### config.mk
export PLATFORM = sky130hd
export DESIGN_NAME = dbg_master
export DESIGN_NICKNAME = d
export VERILOG_FILES = /design/src/rtl/dbg_master_pkg.sv /design/src/rtl/dbg_master.sv
export SDC_FILE = /design/constraint.sdc
export NUM_CORES = 1
export LEC_CHECK = 0
export CAP_MARGIN = 5
export CORE_ASPECT_RATIO = 1.5
export CORE_MARGIN = 8
export CORE_UTILIZATION = 45
export CTS_BUF_LIST = sky130_fd_sc_hd__clkbuf_16
export DETAILED_ROUTE_END_ITERATION = 10
export GPL_ROUTABILITY_DRIVEN = 0
export GPL_TIMING_DRIVEN = 0
export PLACE_DENSITY = 0.88
export SETUP_SLACK_MARGIN = 0.1
export SYNTH_ARGS = -nofsm -noshare
export SYNTH_HDL_FRONTEND = slang
export SYNTH_SLANG_ARGS = --single-unit
### constraint.sdc
create_clock -name clk -period 1.6 [get_ports clk]
set_input_delay 0.32 -clock clk [delete_from_list [all_inputs] [get_ports clk]]
set_output_delay 0.32 -clock clk [all_outputs]
set_load 0.05 [all_outputs]
### src/rtl/dbg_master_pkg.sv
// Shared types and byte constants for the serial debug bus master.
package dbg_master_pkg;

  typedef enum logic [2:0] {
    S_IDLE,
    S_ADDR,
    S_DATA,
    S_BUS,
    S_RESP,
    S_ERR
  } state_t;

  localparam logic [7:0] OP_WR   = 8'h57;
  localparam logic [7:0] OP_RD   = 8'h52;
  localparam logic [7:0] RSP_OK  = 8'h4B;
  localparam logic [7:0] RSP_ERR = 8'h45;

endpackage

### src/rtl/dbg_master.sv
// Byte-stream command decoder driving one word access on a valid/ready bus.
module dbg_master
  import dbg_master_pkg::*;
#(
  parameter int TIMEOUT = 1000000
) (
  input  logic        clk,
  input  logic        rst,
  input  logic        rx_valid,
  input  logic [7:0]  rx_data,
  output logic        tx_valid,
  output logic [7:0]  tx_data,
  input  logic        tx_ready,
  output logic        mem_valid,
  output logic        mem_instr,
  output logic [31:0] mem_addr,
  output logic [31:0] mem_wdata,
  output logic [3:0]  mem_wstrb,
  input  logic [31:0] mem_rdata,
  input  logic        mem_ready,
  output logic        busy
);

  localparam int CW = $clog2(TIMEOUT + 1);

  state_t          state;
  state_t          nxt;
  logic            op_wr;
  logic [31:0]     addr;
  logic [31:0]     wdata;
  logic [31:0]     rdata;
  logic [1:0]      byte_cnt;
  logic [CW-1:0]   idle_cnt;
  logic            tx_fire;
  logic            tmo;
  logic [31:0]     addr_nxt;

  assign mem_instr = 1'b0;
  assign mem_addr  = addr;
  assign mem_wdata = wdata;

  always_comb begin
    nxt       = state;
    tx_fire   = tx_valid && tx_ready;
    tmo       = (idle_cnt == CW'(TIMEOUT - 1));
    addr_nxt  = {rx_data, addr[31:8]};
    busy      = (state != S_IDLE);
    mem_valid = (state == S_BUS);
    mem_wstrb = (state == S_BUS && op_wr) ? 4'hF : 4'h0;
    tx_valid  = (state == S_RESP) || (state == S_ERR);
    tx_data   = 8'h00;
    unique case (state)
      S_IDLE: begin
        if (rx_valid) begin
          unique case (1'b1)
            rx_data == OP_WR: nxt = S_ADDR;
            rx_data == OP_RD: nxt = S_ADDR;
            default:          nxt = S_ERR;
          endcase
        end
      end
      S_ADDR: begin
        if (rx_valid && byte_cnt == 2'd3) begin
          // the first byte lands in addr_nxt[7:0]
          if (addr_nxt[1:0] != 2'b00) nxt = S_ERR;
          else if (op_wr)             nxt = S_DATA;
          else                        nxt = S_BUS;
        end else if (!rx_valid && tmo) begin
          nxt = S_IDLE;
        end
      end
      S_DATA: begin
        if (rx_valid && byte_cnt == 2'd3) nxt = S_BUS;
        else if (!rx_valid && tmo)        nxt = S_IDLE;
      end
      S_BUS: begin
        if (mem_ready) nxt = S_RESP;
      end
      S_RESP: begin
        tx_data = op_wr ? RSP_OK : rdata[{byte_cnt, 3'b000} +: 8];
        if (tx_fire && (op_wr || byte_cnt == 2'd3)) nxt = S_IDLE;
      end
      S_ERR: begin
        tx_data = RSP_ERR;
        if (tx_fire) nxt = S_IDLE;
      end
      default: nxt = S_IDLE;
    endcase
  end

  always_ff @(posedge clk) begin
    if (!rst) begin
      state    <= S_IDLE;
      op_wr    <= 1'b0;
      addr     <= '0;
      wdata    <= '0;
      rdata    <= '0;
      byte_cnt <= '0;
      idle_cnt <= '0;
    end else begin
      state <= nxt;
      unique case (state)
        S_IDLE: begin
          byte_cnt <= '0;
          idle_cnt <= '0;
          if (rx_valid) op_wr <= (rx_data == OP_WR);
        end
        S_ADDR: begin
          if (rx_valid) begin
            addr     <= addr_nxt;
            byte_cnt <= byte_cnt + 2'd1;
            idle_cnt <= '0;
          end else begin
            idle_cnt <= idle_cnt + CW'(1);
          end
        end
        S_DATA: begin
          if (rx_valid) begin
            wdata    <= {rx_data, wdata[31:8]};
            byte_cnt <= byte_cnt + 2'd1;
            idle_cnt <= '0;
          end else begin
            idle_cnt <= idle_cnt + CW'(1);
          end
        end
        S_BUS: begin
          if (mem_ready && !op_wr) rdata <= mem_rdata;
        end
        S_RESP: begin
          if (tx_fire) byte_cnt <= byte_cnt + 2'd1;
        end
        default: ;
      endcase
    end
  end

endmodule

# Word-level counts from Yosys, hierarchy flattened
# Index checks and enable logic that the tools add are counted.
# totals
regBits	122
output_inout_bits	80
# op_classes
n_mux	19
shift	1
reduce_logical	23
n_eq_ne	15
addsub	2
# op_table
operator	count
one-hot mux 20 bit (2 select lines)	1
indexed part select 32 x 6 -> 8 bit	1
two-way mux 3 bit	9
adder 20 x 1 -> 20 bit, second input constant	1
== test 20 bit, second input constant	1
two-way mux 20 bit	1
one-hot mux 3 bit (6 select lines)	1
== test 8 x 7 -> 1 bit, second input constant	2
one-hot mux 8 bit (2 select lines)	1
two-way mux 8 bit	1
AND reduction 2 bit	4
== test 3 x 2 -> 1 bit, second input constant	2
== test 3 bit, second input constant	2
logical AND 1 bit	6
inequality test 2 x 1 -> 1 bit, second input constant	3
inequality test 2 bit, second input constant	3
one-hot mux 2 bit (3 select lines)	1
nonzero test 3 bit	2
two-way mux 2 bit	2
two-way mux 4 bit	1
AND reduction 4 bit	1
nonzero test 2 bit	2
OR reduction 2 bit	2
== test 3 x 1 -> 1 bit, second input constant	1
other kinds (7)	9

# Longest topological paths before layout
# depth
ltp_word	6
depth_mapped	7
depth_no_buf	5

# Worst setup path before layout
# Ideal clock, no wire load.
# synth_path
path_kind	reg2out
from	register state[2]
to	output port mem_wstrb[1]
arrival_time_ns	2.352
setup_slack_ns	-1.072
required_time_ns	1.280
path_stages_with_launch	5
path_cell_list	dfxtp_1 buf_1 clkbuf_1 nor3_1 buf_4
# synth_between
elab_chain_len	3
# synth_rtl
item	line_no	source
start: declaration	dbg_master.sv:26	state_t state;
start signal: assignment	dbg_master.sv:101	state <= nxt;
== test 3 x 2 -> 1 bit	dbg_master.sv:49	mem_wstrb = (state == S_BUS && op_wr) ? 4'hF : 4'h0;
logical AND 1 bit	dbg_master.sv:49	
two-way mux 4 bit	dbg_master.sv:49	
end: declaration	dbg_master.sv:18	output logic [3:0] mem_wstrb,
# No other way between the ends.

# Final worst setup path
# layout_path
from	register byte_cnt[1]
to	output port tx_data[0]
# layout_between
elab_chain_len	3
# layout_rtl
item	line_no	source
start: declaration	dbg_master.sv:32	logic [1:0] byte_cnt;
start signal: assignment	dbg_master.sv:111	byte_cnt <= byte_cnt + 2'd1;
start signal: assignment	dbg_master.sv:120	byte_cnt <= byte_cnt + 2'd1;
start signal: assignment	dbg_master.sv:130	if (tx_fire) byte_cnt <= byte_cnt + 2'd1;
indexed part select 32 x 6 -> 8 bit	dbg_master.sv:80	tx_data = op_wr ? RSP_OK : rdata[{byte_cnt, 3'b000} +: 8];
two-way mux 8 bit	dbg_master.sv:80	
one-hot mux 8 bit (2 select lines)	dbg_master.sv:52	unique case (state)
end: declaration	dbg_master.sv:12	output logic [7:0] tx_data,
# No other way between the ends.

==> flow_metrics.env <==
export IMPL_finalSetupViolCount=136
export IMPL_dpl_hpwl_um=11700
export IMPL_ys_ff_latch=122
export IMPL_vias_per_cell=6.90
export IMPL_synth_warning_count=0
export IMPL_maxSlewViolCount=0
export IMPL_synth_ff_type="dfxtp_1"
export IMPL_p_leak_nw=4.07
export IMPL_drt_wl_total_um=31700
export IMPL_drt_wirelength_per_cell_um=30.4
export IMPL_h_tree_depth=4
export IMPL_finalCritPeriodShare=1.45
export IMPL_grt_max_degree=17
export IMPL_portBuffers=123
export IMPL_worstHoldStart="mem_wdata[0]"
export IMPL_row_count=48
export IMPL_startpoint_type="register"
export IMPL_critPathMaxFanout=9
export IMPL_max_freq_ghz=0.432
export IMPL_nFillCells=422
export IMPL_crit_type="reg2out"
export IMPL_multi_input_area_um2=4150
export IMPL_r2r_end="rdata[10]"
export IMPL_syn_area_um2=5240
export IMPL_grt_pass1_vias=6651
export IMPL_ant_nets=0
export IMPL_required_ns=1.28
export IMPL_power_share_clock=0.485
export IMPL_wl_met1_um=10000
export IMPL_drt_iter0_drc=708
export IMPL_min_path_cells=2
export IMPL_maxSlewHeadroom=0.396
export IMPL_grt_pass1_wl_um=37500
export IMPL_crit_chain="clkbuf_4 > mux4_2 > nor3_4 > nor2_4 > buf_8"
export IMPL_path_buf_inv=2
export IMPL_synth_compound_area_share=0.179
export IMPL_ys_seq_area_frac=0.466
export IMPL_synth_commonest_cells="nand2_1, dfxtp_1, a21oi_1"
export IMPL_utilization=0.879
export IMPL_power_density_nw_per_um2=875
export IMPL_r2r_start="state[0]"
export IMPL_synth_nets=708
export IMPL_dp_cells=934
export IMPL_drc_errors=0
export IMPL_p_sw_frac=0.286
export IMPL_hold_path_class="reg2reg"
export IMPL_ys_types=59
export IMPL_violations="setup timing"
export IMPL_p_int_mw=6.27
export IMPL_synthSimpleGateAreaFrac=0.254
export IMPL_antenna_found_initial=0
export IMPL_synth_top_cell_by_area="dfxtp_1"
export IMPL_syn_avg_cell_area_um2=7.92
export IMPL_wl_met3_um=3580
export IMPL_status="finished with violations"
export IMPL_vias=7195
export IMPL_cts_sinks=122
export IMPL_hold_viol=0
export IMPL_finalWorstSetupSlack_ns=-0.714
export IMPL_route_met2_wl_um=14700
export IMPL_drive_gt1_frac=0.592
export IMPL_insertedDiodeCount=0
export IMPL_synthAdderAreaFrac=0.00478
export IMPL_cts_root_buf="clkbuf_16"
export IMPL_ff2ff_path_depth=10
export IMPL_fin_nets=927
export IMPL_start_util=0.459
export IMPL_worst_pin_slew_ns=0.906
export IMPL_ff_latch_area_um2=2460
export IMPL_synth_top_area_share=0.466
export IMPL_fp_coreArea_um2=11400
export IMPL_rsz0062_at_grt="true"
export IMPL_synthMuxAreaShare=0.0363
export IMPL_synthTopCellsByArea="dfxtp_1, nand2_1, a21oi_1, mux4_2, clkbuf_1"
export IMPL_die_area_um2=15400
export IMPL_firstDrtPassIters=7
export IMPL_total_power_mw=8.78
export IMPL_drv_cap=0
export IMPL_async_flop_share=0
export IMPL_netSwitchingPower_mw=2.51
export IMPL_final_min_clock_period_ns=2.31
export IMPL_synth_xor_area_frac=0.00836
export IMPL_cp_arrival_ns=1.99
export IMPL_syn_to_final_growth_pct=91.7
export IMPL_ir_drop_v=0.00126
export IMPL_synth_top_family_by_area="simple AND/OR/NAND/NOR gates"
export IMPL_worst_setup_path_end_kind="output pin"
export IMPL_syn_inst=661
export IMPL_cp_slowest_cell="mux4_2"
export IMPL_fin_cells=1043
export IMPL_cts_tree="yes"
export IMPL_hold_end="mem_wdata[0]"
export IMPL_clk_pin_slew_worst_paths_ns=0.06
export IMPL_cts_buffers=17
export IMPL_clockBufferDepth=2
export IMPL_cpLargestDelayFamily="buffers and inverters"
export IMPL_yosysMostFrequentCell="nand2_1"
export IMPL_track_usage=0.312
export IMPL_skew_ns=0.00931
export IMPL_die_h_um=148
export IMPL_critPathMaxStageDelay_ns=0.42
export IMPL_grt_overflow_total=0
export IMPL_power_frac_comb=0.163
export IMPL_worstSkewPairLatency_ns=0.44
export IMPL_synth_edf_count=0
export IMPL_io_pins=125
export IMPL_regToRegSetupSlack_ns=-0.55
export IMPL_p_seq_frac=0.352
export IMPL_top_layer="met4"
export IMPL_die_x_um=104
registers in the layout, summed over array words and instances (netlist names):
register / count
mem_addr: 32
idle_cnt: 20
byte_cnt: 2
rdata: 32
op_wr: 1
state: 3
mem_wdata: 32
per-stage QoR:
stage | worst slack (ns) | hold slack (ns) | setup TNS, ns | instance area [um2]
global route | -0.711 | 0.474 | -42.25 | 10000
detailed placement | -0.870 | 0.446 | -80.82 | 6870
CTS | -0.623 | 0.444 | -12.31 | 8720
floorplan | -0.113 | 0.433 | -3.37 | 5450
global placement | -0.847 | 0.440 | -79.35 | 6870
finish | -0.714 | 0.457 | -39.39 | 10000
layout make-up:
| type | instances | share of cell area |
|---|---|---|
| multi-input cells | 478 | 0.414 |
| flip-flops and latches | 122 | 0.245 |
| repair buffers | 201 | 0.196 |
| plain buffers | 52 | 0.0602 |
| clock buffers | 17 | 0.0424 |
| clock inverters | 15 | 0.0197 |
| well taps | 150 | 0.0187 |
| inverters | 8 | 0.00386 |
worst reg2reg max path: stages, from the launching register on:
cell      delay [ns]
dfxtp_4         0.37
buf_6           0.13
buf_12          0.12
nand2_8         0.06
buf_6           0.13
buf_6           0.13
nor4b_4         0.33
buf_4           0.21
clkbuf_8        0.18
nand2_1         0.15
a21oi_2         0.24
repair_timing:
action	CTS	global route
cloned	7	3
hold buffers	0	0
resized for setup	570	369
endpoints found under the setup margin	201	166
pin swaps	90	96
setup buffers	40	31
cell usage in the layout, fill, tap and decap left out, drive strengths merged, types with 2 or more instances in the layout:
| master | count |
|---|---|
| dfxtp | 122 |
| a31oi | 6 |
| and4 | 2 |
| clkdlybuf4s15 | 16 |
| nor4b | 3 |
| o31ai | 2 |
| and2 | 2 |
| xnor2 | 2 |
| buf | 158 |
| or3 | 8 |
| nand2 | 212 |
| a211oi | 3 |
| nor3b | 3 |
| nand4 | 5 |
| mux4 | 8 |
| a21oi | 108 |
| a21o | 4 |
| o31a | 2 |
| clkinv | 9 |
| a41oi | 3 |
| and3 | 7 |
| nand4b | 2 |
| nor2 | 24 |
| nand2b | 6 |
| inv | 9 |
| xor2 | 3 |
| nor3 | 7 |
| a311oi | 8 |
| bufinv | 4 |
| o21ai | 5 |
| ha | 2 |
| clkbuf | 51 |
| clkdlybuf4s50 | 43 |
| nor4 | 5 |
| nand3 | 12 |
| a221o | 2 |
| o211ai | 2 |
per-layer routing:
metal / up-vias / global-route usage
li1: 2720 / -
met1: 3404 / 0.316
met2: 761 / 0.523
met3: 310 / 0.0767
met4: 0 / 0.284
met5: - / 0
kinds of logic (layout without fill, tap and decap cells):
kind of cell / after synthesis / after routing
AND/OR/NAND/NOR: 303 / 303
AO/OA/AOI/OAI: 158 / 158
flip-flops: 122 / 122
buffers and inverters: 61 / 293
multiplexers: 9 / 9
XOR/XNOR: 5 / 5
adder cells (fa/ha/maj): 2 / 2
other: 1 / 1
power groups by stage:
stage | Sequential (mW) | Clock, mW | Combinational, mW
3_5_place_dp | 3.15 | 0 | 0.729
5_1_grt | 3.09 | 4.31 | 1.44
2_1_floorplan | 3.18 | 0 | 0.425
3_3_place_gp | 3.15 | 0 | 0.725
4_1_cts | 3.08 | 4.07 | 1.05
6_report | 3.09 | 4.26 | 1.43
worst max path at each step:
stage | end | cells past startpoint | startpoint
2_1_floorplan | mem_wstrb[1] | 4 | state[2]
3_3_place_gp | tx_data[2] | 5 | byte_cnt[1]
3_5_place_dp | tx_data[2] | 5 | byte_cnt[1]
4_1_cts | tx_data[0] | 5 | byte_cnt[0]
5_1_grt | tx_data[0] | 5 | byte_cnt[0]
6_report | tx_data[0] | 5 | byte_cnt[1]
Power figures use the tool's default switching activity.
